`src/rtl/hash_selftest_seq.sv`:
```
// Hash core self-test: streams a ROM message into the core, captures the digest,
// then compares it byte by byte against the expected digest stored in ROM.
module hash_selftest_seq #(
  parameter int MSG_BYTES  = 3,
  parameter int HASH_BYTES = 32,
  parameter int TIMEOUT    = 4096
) (
  input  logic       clk,
  input  logic       rst_async,
  input  logic       start_i,
  output logic [6:0] rom_addr_o,
  input  logic [7:0] rom_data_i,
  output logic [7:0] data_o,
  output logic [2:0] data_ctrl_o,
  input  logic       ready_i,
  input  logic       hash_v_i,
  input  logic [7:0] hash_i,
  output logic       busy_o,
  output logic       done_o,
  output logic       pass_o,
  output logic       timeout_o,
  output logic       proto_err_o,
  output logic [6:0] mismatch_cnt_o
);

  localparam int HW = (HASH_BYTES > 1) ? $clog2(HASH_BYTES) : 1;
  localparam int CW = $clog2(TIMEOUT + 1);
  localparam logic [6:0]    LAST_MSG  = 7'(MSG_BYTES - 1);
  localparam logic [6:0]    LAST_HASH = 7'(HASH_BYTES - 1);
  localparam logic [6:0]    CMP_END   = 7'(HASH_BYTES);
  localparam logic [CW-1:0] TO_LAST   = CW'(TIMEOUT - 1);

  typedef enum logic [2:0] {
    IDLE, FETCH, SEND, WAIT_HASH, CAPTURE, COMPARE, DONE
  } state_t;

  state_t        state_q, state_d;
  logic [6:0]    idx_q, idx_d;
  logic [7:0]    data_q, data_d;
  logic          load_q, load_d;
  logic [CW-1:0] wait_cnt_q, wait_cnt_d;
  logic          pass_q, pass_d;
  logic          timeout_q, timeout_d;
  logic          proto_err_q, proto_err_d;
  logic [6:0]    mismatch_q, mismatch_d;

  logic [7:0]    hash_mem_q [HASH_BYTES];
  logic          mem_we;
  logic [HW-1:0] mem_waddr;
  logic [HW-1:0] cmp_rd;
  logic [7:0]    send_byte;
  logic [1:0]    cmd;
  logic          mismatch_hit;

  // ROM data arrives in the first SEND cycle only; after that the latched copy is held
  assign send_byte = load_q ? rom_data_i : data_q;
  assign cmp_rd    = idx_q[HW-1:0] - HW'(1);
  assign mismatch_hit = (rom_data_i != hash_mem_q[cmp_rd]);

  always_comb begin
    cmd = 2'b10;
    if (idx_q == LAST_MSG) begin
      cmd = 2'b11;
    end else if (idx_q == 7'd0) begin
      cmd = 2'b01;
    end
  end

  always_comb begin
    state_d     = state_q;
    idx_d       = idx_q;
    data_d      = data_q;
    load_d      = 1'b0;
    wait_cnt_d  = wait_cnt_q;
    pass_d      = pass_q;
    timeout_d   = timeout_q;
    proto_err_d = proto_err_q;
    mismatch_d  = mismatch_q;
    mem_we      = 1'b0;
    mem_waddr   = idx_q[HW-1:0];
    rom_addr_o  = 7'd0;
    data_ctrl_o = 3'b000;

    case (state_q)
      IDLE, DONE: begin
        if (start_i) begin
          state_d     = FETCH;
          idx_d       = 7'd0;
          pass_d      = 1'b0;
          timeout_d   = 1'b0;
          proto_err_d = 1'b0;
          mismatch_d  = 7'd0;
        end
      end

      FETCH: begin
        rom_addr_o = idx_q;
        if (hash_v_i) begin
          proto_err_d = 1'b1;
          pass_d      = 1'b0;
          state_d     = DONE;
        end else begin
          load_d  = 1'b1;
          state_d = SEND;
        end
      end

      SEND: begin
        data_ctrl_o = {1'b1, cmd};
        data_d      = send_byte;
        if (hash_v_i) begin
          proto_err_d = 1'b1;
          pass_d      = 1'b0;
          state_d     = DONE;
        end else if (ready_i) begin
          if (idx_q == LAST_MSG) begin
            wait_cnt_d = '0;
            state_d    = WAIT_HASH;
          end else begin
            idx_d   = idx_q + 7'd1;
            state_d = FETCH;
          end
        end
      end

      WAIT_HASH: begin
        if (hash_v_i) begin
          mem_we    = 1'b1;
          mem_waddr = '0;
          if (HASH_BYTES == 1) begin
            idx_d   = 7'd0;
            state_d = COMPARE;
          end else begin
            idx_d   = 7'd1;
            state_d = CAPTURE;
          end
        end else if (wait_cnt_q == TO_LAST) begin
          timeout_d = 1'b1;
          pass_d    = 1'b0;
          state_d   = DONE;
        end else begin
          wait_cnt_d = wait_cnt_q + CW'(1);
        end
      end

      CAPTURE: begin
        if (hash_v_i) begin
          mem_we = 1'b1;
          if (idx_q == LAST_HASH) begin
            idx_d   = 7'd0;
            state_d = COMPARE;
          end else begin
            idx_d = idx_q + 7'd1;
          end
        end else begin
          proto_err_d = 1'b1;
          pass_d      = 1'b0;
          state_d     = DONE;
        end
      end

      COMPARE: begin
        // idx_q issues address k while the byte fetched last cycle (k-1) is checked
        if (idx_q != CMP_END) begin
          rom_addr_o = 7'd64 + idx_q;
        end
        if (idx_q != 7'd0 && mismatch_hit && mismatch_q != 7'd127) begin
          mismatch_d = mismatch_q + 7'd1;
        end
        if (idx_q == CMP_END) begin
          pass_d  = (mismatch_d == 7'd0);
          state_d = DONE;
        end else begin
          idx_d = idx_q + 7'd1;
        end
      end

      default: state_d = IDLE;
    endcase
  end

  always_ff @(posedge clk or posedge rst_async) begin
    if (rst_async) begin
      state_q     <= IDLE;
      idx_q       <= 7'd0;
      data_q      <= 8'd0;
      load_q      <= 1'b0;
      wait_cnt_q  <= '0;
      pass_q      <= 1'b0;
      timeout_q   <= 1'b0;
      proto_err_q <= 1'b0;
      mismatch_q  <= 7'd0;
    end else begin
      state_q     <= state_d;
      idx_q       <= idx_d;
      data_q      <= data_d;
      load_q      <= load_d;
      wait_cnt_q  <= wait_cnt_d;
      pass_q      <= pass_d;
      timeout_q   <= timeout_d;
      proto_err_q <= proto_err_d;
      mismatch_q  <= mismatch_d;
    end
  end

  always_ff @(posedge clk) begin
    if (mem_we) begin
      hash_mem_q[mem_waddr] <= hash_i;
    end
  end

  assign data_o         = send_byte;
  assign busy_o         = (state_q != IDLE) && (state_q != DONE);
  assign done_o         = (state_q == DONE);
  assign pass_o         = pass_q;
  assign timeout_o      = timeout_q;
  assign proto_err_o    = proto_err_q;
  assign mismatch_cnt_o = mismatch_q;

endmodule

```
`config.mk`:
```
export PLATFORM = sky130hd
export DESIGN_NAME = hash_selftest_seq
export DESIGN_NICKNAME = d
export VERILOG_FILES = /design/src/rtl/hash_selftest_seq.sv
export SDC_FILE = /design/constraint.sdc
export NUM_CORES = 1
export LEC_CHECK = 0
export CAP_MARGIN = 20
export CORE_UTILIZATION = 25
export DETAILED_ROUTE_END_ITERATION = 7
export PLACE_DENSITY = 0.49
export SYNTH_ARGS = -nofsm -noshare
export SYNTH_HDL_FRONTEND = slang
export SYNTH_SLANG_ARGS = --single-unit
export TNS_END_PERCENT = 10
```
`constraint.sdc`:
```
create_clock -name clk -period 7.9 [get_ports clk]
set_input_delay 1.185 -clock clk [delete_from_list [all_inputs] [get_ports clk]]
set_output_delay 1.185 -clock clk [all_outputs]
set_load 0.02 [all_outputs]
```
-- Word-level counts from Yosys, hierarchy flattened
Memories as Yosys holds them, arrays and structs flattened.
Index checks and enable logic that the tools add are counted.
- add/sub/neg operators: 5
- equal/unequal tests: 31
- mux-type cells: 56
- reductions and logical operators: 24
- operators with widths (operator ; number):
    2-to-1 mux 7 bit ; 11
    2-to-1 mux 13 bit ; 5
    case mux 7 bit (5 select lines) ; 1
    2-to-1 mux 3 bit ; 10
    case mux 7 bit (2 select lines) ; 2
    != test 2 bit (second input constant) ; 13
    case mux 13 bit (2 select lines) ; 1
    case mux 3 bit (6 select lines) ; 1
    2-to-1 mux 1 bit ; 16
    adder 7 x 1 -> 7 bit (second input constant) ; 2
    zero test 7 bit ; 2
    adder 13 x 1 -> 13 bit (second input constant) ; 1
    equality test 13 x 12 -> 1 bit (second input constant) ; 1
    != test 3 bit (second input constant) ; 4
    2-to-1 mux 5 bit ; 2
    nonzero test 5 bit ; 2
    equality test 3 bit (second input constant) ; 3
    2-to-1 mux 8 bit ; 1
    != test 8 bit ; 1
    AND reduction 4 bit ; 2
    AND reduction 8 bit ; 1
    adder 7 bit (first input constant) ; 1
    equality test 7 x 2 -> 1 bit (second input constant) ; 1
    equality test 7 x 5 -> 1 bit (second input constant) ; 1
    21 further kinds ; 31
- register bits after elaboration: 42
- memory bits (writable): 256
- input bits: 21
- output and inout bits: 30
- logic and storage cells: 126
- memories kept: 1
- memories (name ; words ; width ; rd ports ; clocked after memory_dff ; write ports ; line ; source):
    hash_mem_q ; 32 ; 8 ; 1 ; 0 ; 1 ; 47 ; logic [7:0] hash_mem_q [HASH_BYTES];

-- Logic depth before layout (Yosys ltp)
An unclocked memory read counts as a cell.
- depth after elaboration: 10
- mapped depth: 17
- depth with buffers taken out: 12

-- Least setup slack after synthesis
No wires, ideal clock.
- path kind: register to output
- start: reg idx_q[0]
- end: out rom_addr_o[0]
- arrival time: 2.654 ns
- path slack: 4.061 ns
- cell stages (with the launch flop): 10
- path through: dfrtp_1 buf_6 buf_2 inv_1 ha_1 or3b_1 or4b_2 nor2_1 nor2_1 and2_1
- word-level cells in the longest chain between the ends: 3
- elaborated cells on any way between the ends: 4
- classes of those cells: add/sub (1); eq/ne (1); mux (2)
- ends and longest elaborated chain (item ; line ; source):
    start: declaration ; 38 ; logic [6:0] idx_q, idx_d;
    start signal: assignment ; 195 ; idx_q <= idx_d;
    adder 7 bit / != test 7 x 6 -> 1 bit (equally long branches) ; 165, 164 ;
    2-to-1 mux 7 bit ; 164 ; if (idx_q != CMP_END) begin
    case mux 7 bit (2 select lines) (*) ; 84 ; case (state_q)
    end: declaration ; 11 ; output logic [6:0] rom_addr_o,
Every way passes the cells marked *; elsewhere a longest branch is shown, timed or not.

-- Worst setup path after layout
Ends and elaborated chain as after synthesis.

==> impl_metrics.toml <==
[timing]
finalSetupTns_ps = 0
hold_violations = 0
rsz0062_at_grt = "no"
final.setup_skew_ps = 25.16
setup-violations-final = 0
period_needed_ps = 5136
tightestPinTransition_ps = 1032
setup_ws_ps = 2764
hold_slack_ps = 473.0
timing.fmax_mhz = 194.7
final_max_slew_viol_count = 0
period_share_pct = 65.01
max_slew_margin_pct = 30.97

[pwr]
clockPowerShare_pct = 32.3
power.switching_mw = 1.545
vdd_drop_max_mv = 0.1295
p_per_area_mw_per_mm2 = 315.1
power_leakage_nw = 5.053
power_mw = 4.835
swShare_pct = 31.96
pwr-share-seq_pct = 38.5
comb_power_share_pct = 29.2
p_int_mw = 3.289

[placed_design]
dp_cells = 1517
routabilityCongestion = 0.8758
port_buffers = 50
hpwl_um = 20230
place_ws_ps = 3069
placed_cell_area_mm2 = 0.01420

[finish]
final_util_pct = 30.33
synthToLayoutAreaGrowth_pct = 18.61
final_net_count = 910
drive_gt1_share_pct = 17.27
design_area_mm2 = 0.01534
final_cells = 1581
diodes = 0

[synth]
syn_avg_cell_area_um2 = 15.77
synth_seq_cells = 298
synthArstFlopShare_pct = 14.09
seq_area_frac_synth_pct = 67.56
yosys_most_used_dff = "edfxtp_1"
synth_area_leaders = "edfxtp_1, mux4_2, dfrtp_1"
synth_top_area_share_pct = 59.44
synth_area_mm2 = 0.01293
yosysTopAreaCell = "edfxtp_1"
synthesis.nets = 847
ys_warn_count = 0
yosys.cell_types.count = 60
synth_edf_count = 256
synthCells = 820

[clocking]
ctsLongestPathBuffers = 3
post_cts_buffers = 0
holdBufCountCts = 0
htreeDepth = 2
cts_root_buf = "clkbuf_16"
clkLatencyLatePin_ps = 520
numCtsBuffers = 35
cts_resized = 0
cts_sinks = 298
cts_tree = "yes"
clk_pin_slew_ps = 50

[worst_setup_path]
crit_path_max_incr_delay_ps = 730
path_cells = "inv_1 -> ha_2 -> or3b_1 -> or4b_2 -> nor2_1 -> nor2_1 -> and2_1 -> clkdlybuf4s50_1"
arrival_ps = 3950
r2r_start = "idx_q[0]"
crit_buf_inv = 2
path_delay_family = "simple AND/OR/NAND/NOR gates"
path_class = "flip-flop to output port"
cp_data_required_time_ps = 6710
cp-end-kind = "output port"
start_kind = "flip-flop"
startpoint = "idx_q[0]"
cpMostUsedCell = "nor2_1"
crit_fanout = 37
slowest_stage = "or4b_2"

[drt]
dr.pass1.iters = 5
ant_nets = 0
drc = 0
wl_per_cell_um = 19.31
routed_wl_um = 30530
drt_iter0_markers = 653
num_vias = 7354
routed_via_density = 4.651

[floorplan]
die_h_um = 229.5
initial_utilization_pct = 25.57
rows = 82
die_area_mm2 = 0.05265
die_w_um = 229.5
io_pins = 51
core_area_mm2 = 0.05058

[global_routing]
grt_pass1_vias = 7469
grt_max_degree = 43
overflow = 0
grt_pass1_wl_um = 46790
grt_antenna_before_repair = 1
grt_use_total_pct = 11.63

[status]
status = "complete, no violations"

[min_path]
hold_start = "data_q[6]"
hold_class = "flip-flop to flip-flop"

[job]
cap_viol_max_count = 0
==> layout make-up <==
type / count / area, um2
tap: 672 / 840.8
multi-input combinational: 469 / 3939
clock buffer: 41 / 919.6
fill: 4968 / 35240
clock inverter: 22 / 193.9
inverter: 16 / 60.06
timing repair buffer: 63 / 645.6
sequential: 298 / 8742
==> cell usage after synthesis (all sizes together) (5+ instances only) <==
| cell type | count |
|---|---|
| nor4 | 8 |
| a21oi | 17 |
| clkbuf | 18 |
| edfxtp | 256 |
| buf | 19 |
| and2 | 5 |
| o21ai | 64 |
| nand2 | 64 |
| nor3 | 11 |
| mux2 | 16 |
| nand4 | 9 |
| dfrtp | 42 |
| ha | 6 |
| nor2 | 72 |
| mux2i | 28 |
| and3 | 5 |
| nand3 | 14 |
| nor2b | 7 |
| mux4 | 64 |
| a31oi | 7 |
| inv | 15 |
| o2111ai | 8 |
| xor2 | 13 |
==> worst paths after layout <==
check	endpoint	cells past startpoint	slack [ps]
worst max-delay path	rom_addr_o[0]	8	2760
worst min-delay path	data_q[6]	2	470
worst max register to register	pass_o	13	3250
worst min register to register	data_q[6]	2	470
max in group asynchronous	idx_q[0]	2	6000
min in group asynchronous	wait_cnt_q[5]	2	1190
==> metal layers <==
layer / vias to the layer above / routed length [um] / global-route usage, % / share of wire [%]
met2: 225 / 14210 / 18.60 / 47
met4: 2 / 537 / 2.750 / 1.8
met3: 41 / 1737 / 2.216 / 5.7
met1: 3733 / 14030 / 16.22 / 46
met5: - / 13 / 0 / 0.043
li1: 3353 / - / - / -
==> power groups by stage <==
stage	sequential (mW)	clock [mW]	combinational, mW
floorplan	1.84	0	1.03
global placement	1.89	0	1.41
detailed placement	1.89	0	1.42
CTS	1.86	1.60	1.42
global route	1.88	1.65	1.53
finish	1.86	1.56	1.41
==> worst reg2reg max path: stages (launching register included) <==
cell,delay (ps)
dfrtp_4,820
inv_1,260
ha_2,770
buf_4,410
mux4_2,380
mux2i_1,360
o21ai_0,170
o2111ai_1,210
xor2_1,120
nand4_1,130
o21a_1,350
nor2_1,110
a2111oi_2,340
a31o_1,180
==> flip-flops by register name (all words and copies together), names as in the netlist, 3 cells and up <==
signal / flops
data_q: 8
hash_mem_q: 256
idx_q: 7
mismatch_cnt_o: 7
state_q: 3
wait_cnt_q: 13
==> cell families after synthesis <==
family / Yosys count / synth area share, %
adders and majority gates: 6 / 0.5804
and+or+nand+nor: 213 / 7.778
AOI/OAI and AO/OA: 125 / 5.998
buffers and inverters: 53 / 2.138
DFF: 298 / 67.56
muxes: 108 / 14.73
xor gates and xnor gates: 17 / 1.209
==> cell usage in the layout, fill, tap and decap left out, types with 3 or more instances in the layout <==
cell and n:
mux4_2 64, a31oi_1 7, nand2_1 64, and3_1 5, dfrtp_1 41, o31ai_1 4, o2111ai_1 8, clkbuf_1 5
nand4_1 9, inv_1 14, nor2b_1 7, and2_1 5, or4_1 3, xor2_1 12, buf_4 10, ha_1 5
clkdlybuf4s50_1 50, edfxtp_1 256, a21oi_1 17, mux2i_1 27, xnor2_1 4, nand3_1 14, nor3_1 11, or3_1 3
mux2_2 16, a21o_1 3, nand2b_1 3, bufinv_16 3, clkinv_2 5, clkbuf_16 36, nor2_1 72, nor4_1 6
clkinv_1 11, o21ai_0 62
No activity file was read; power rests on OpenSTA's default activity.
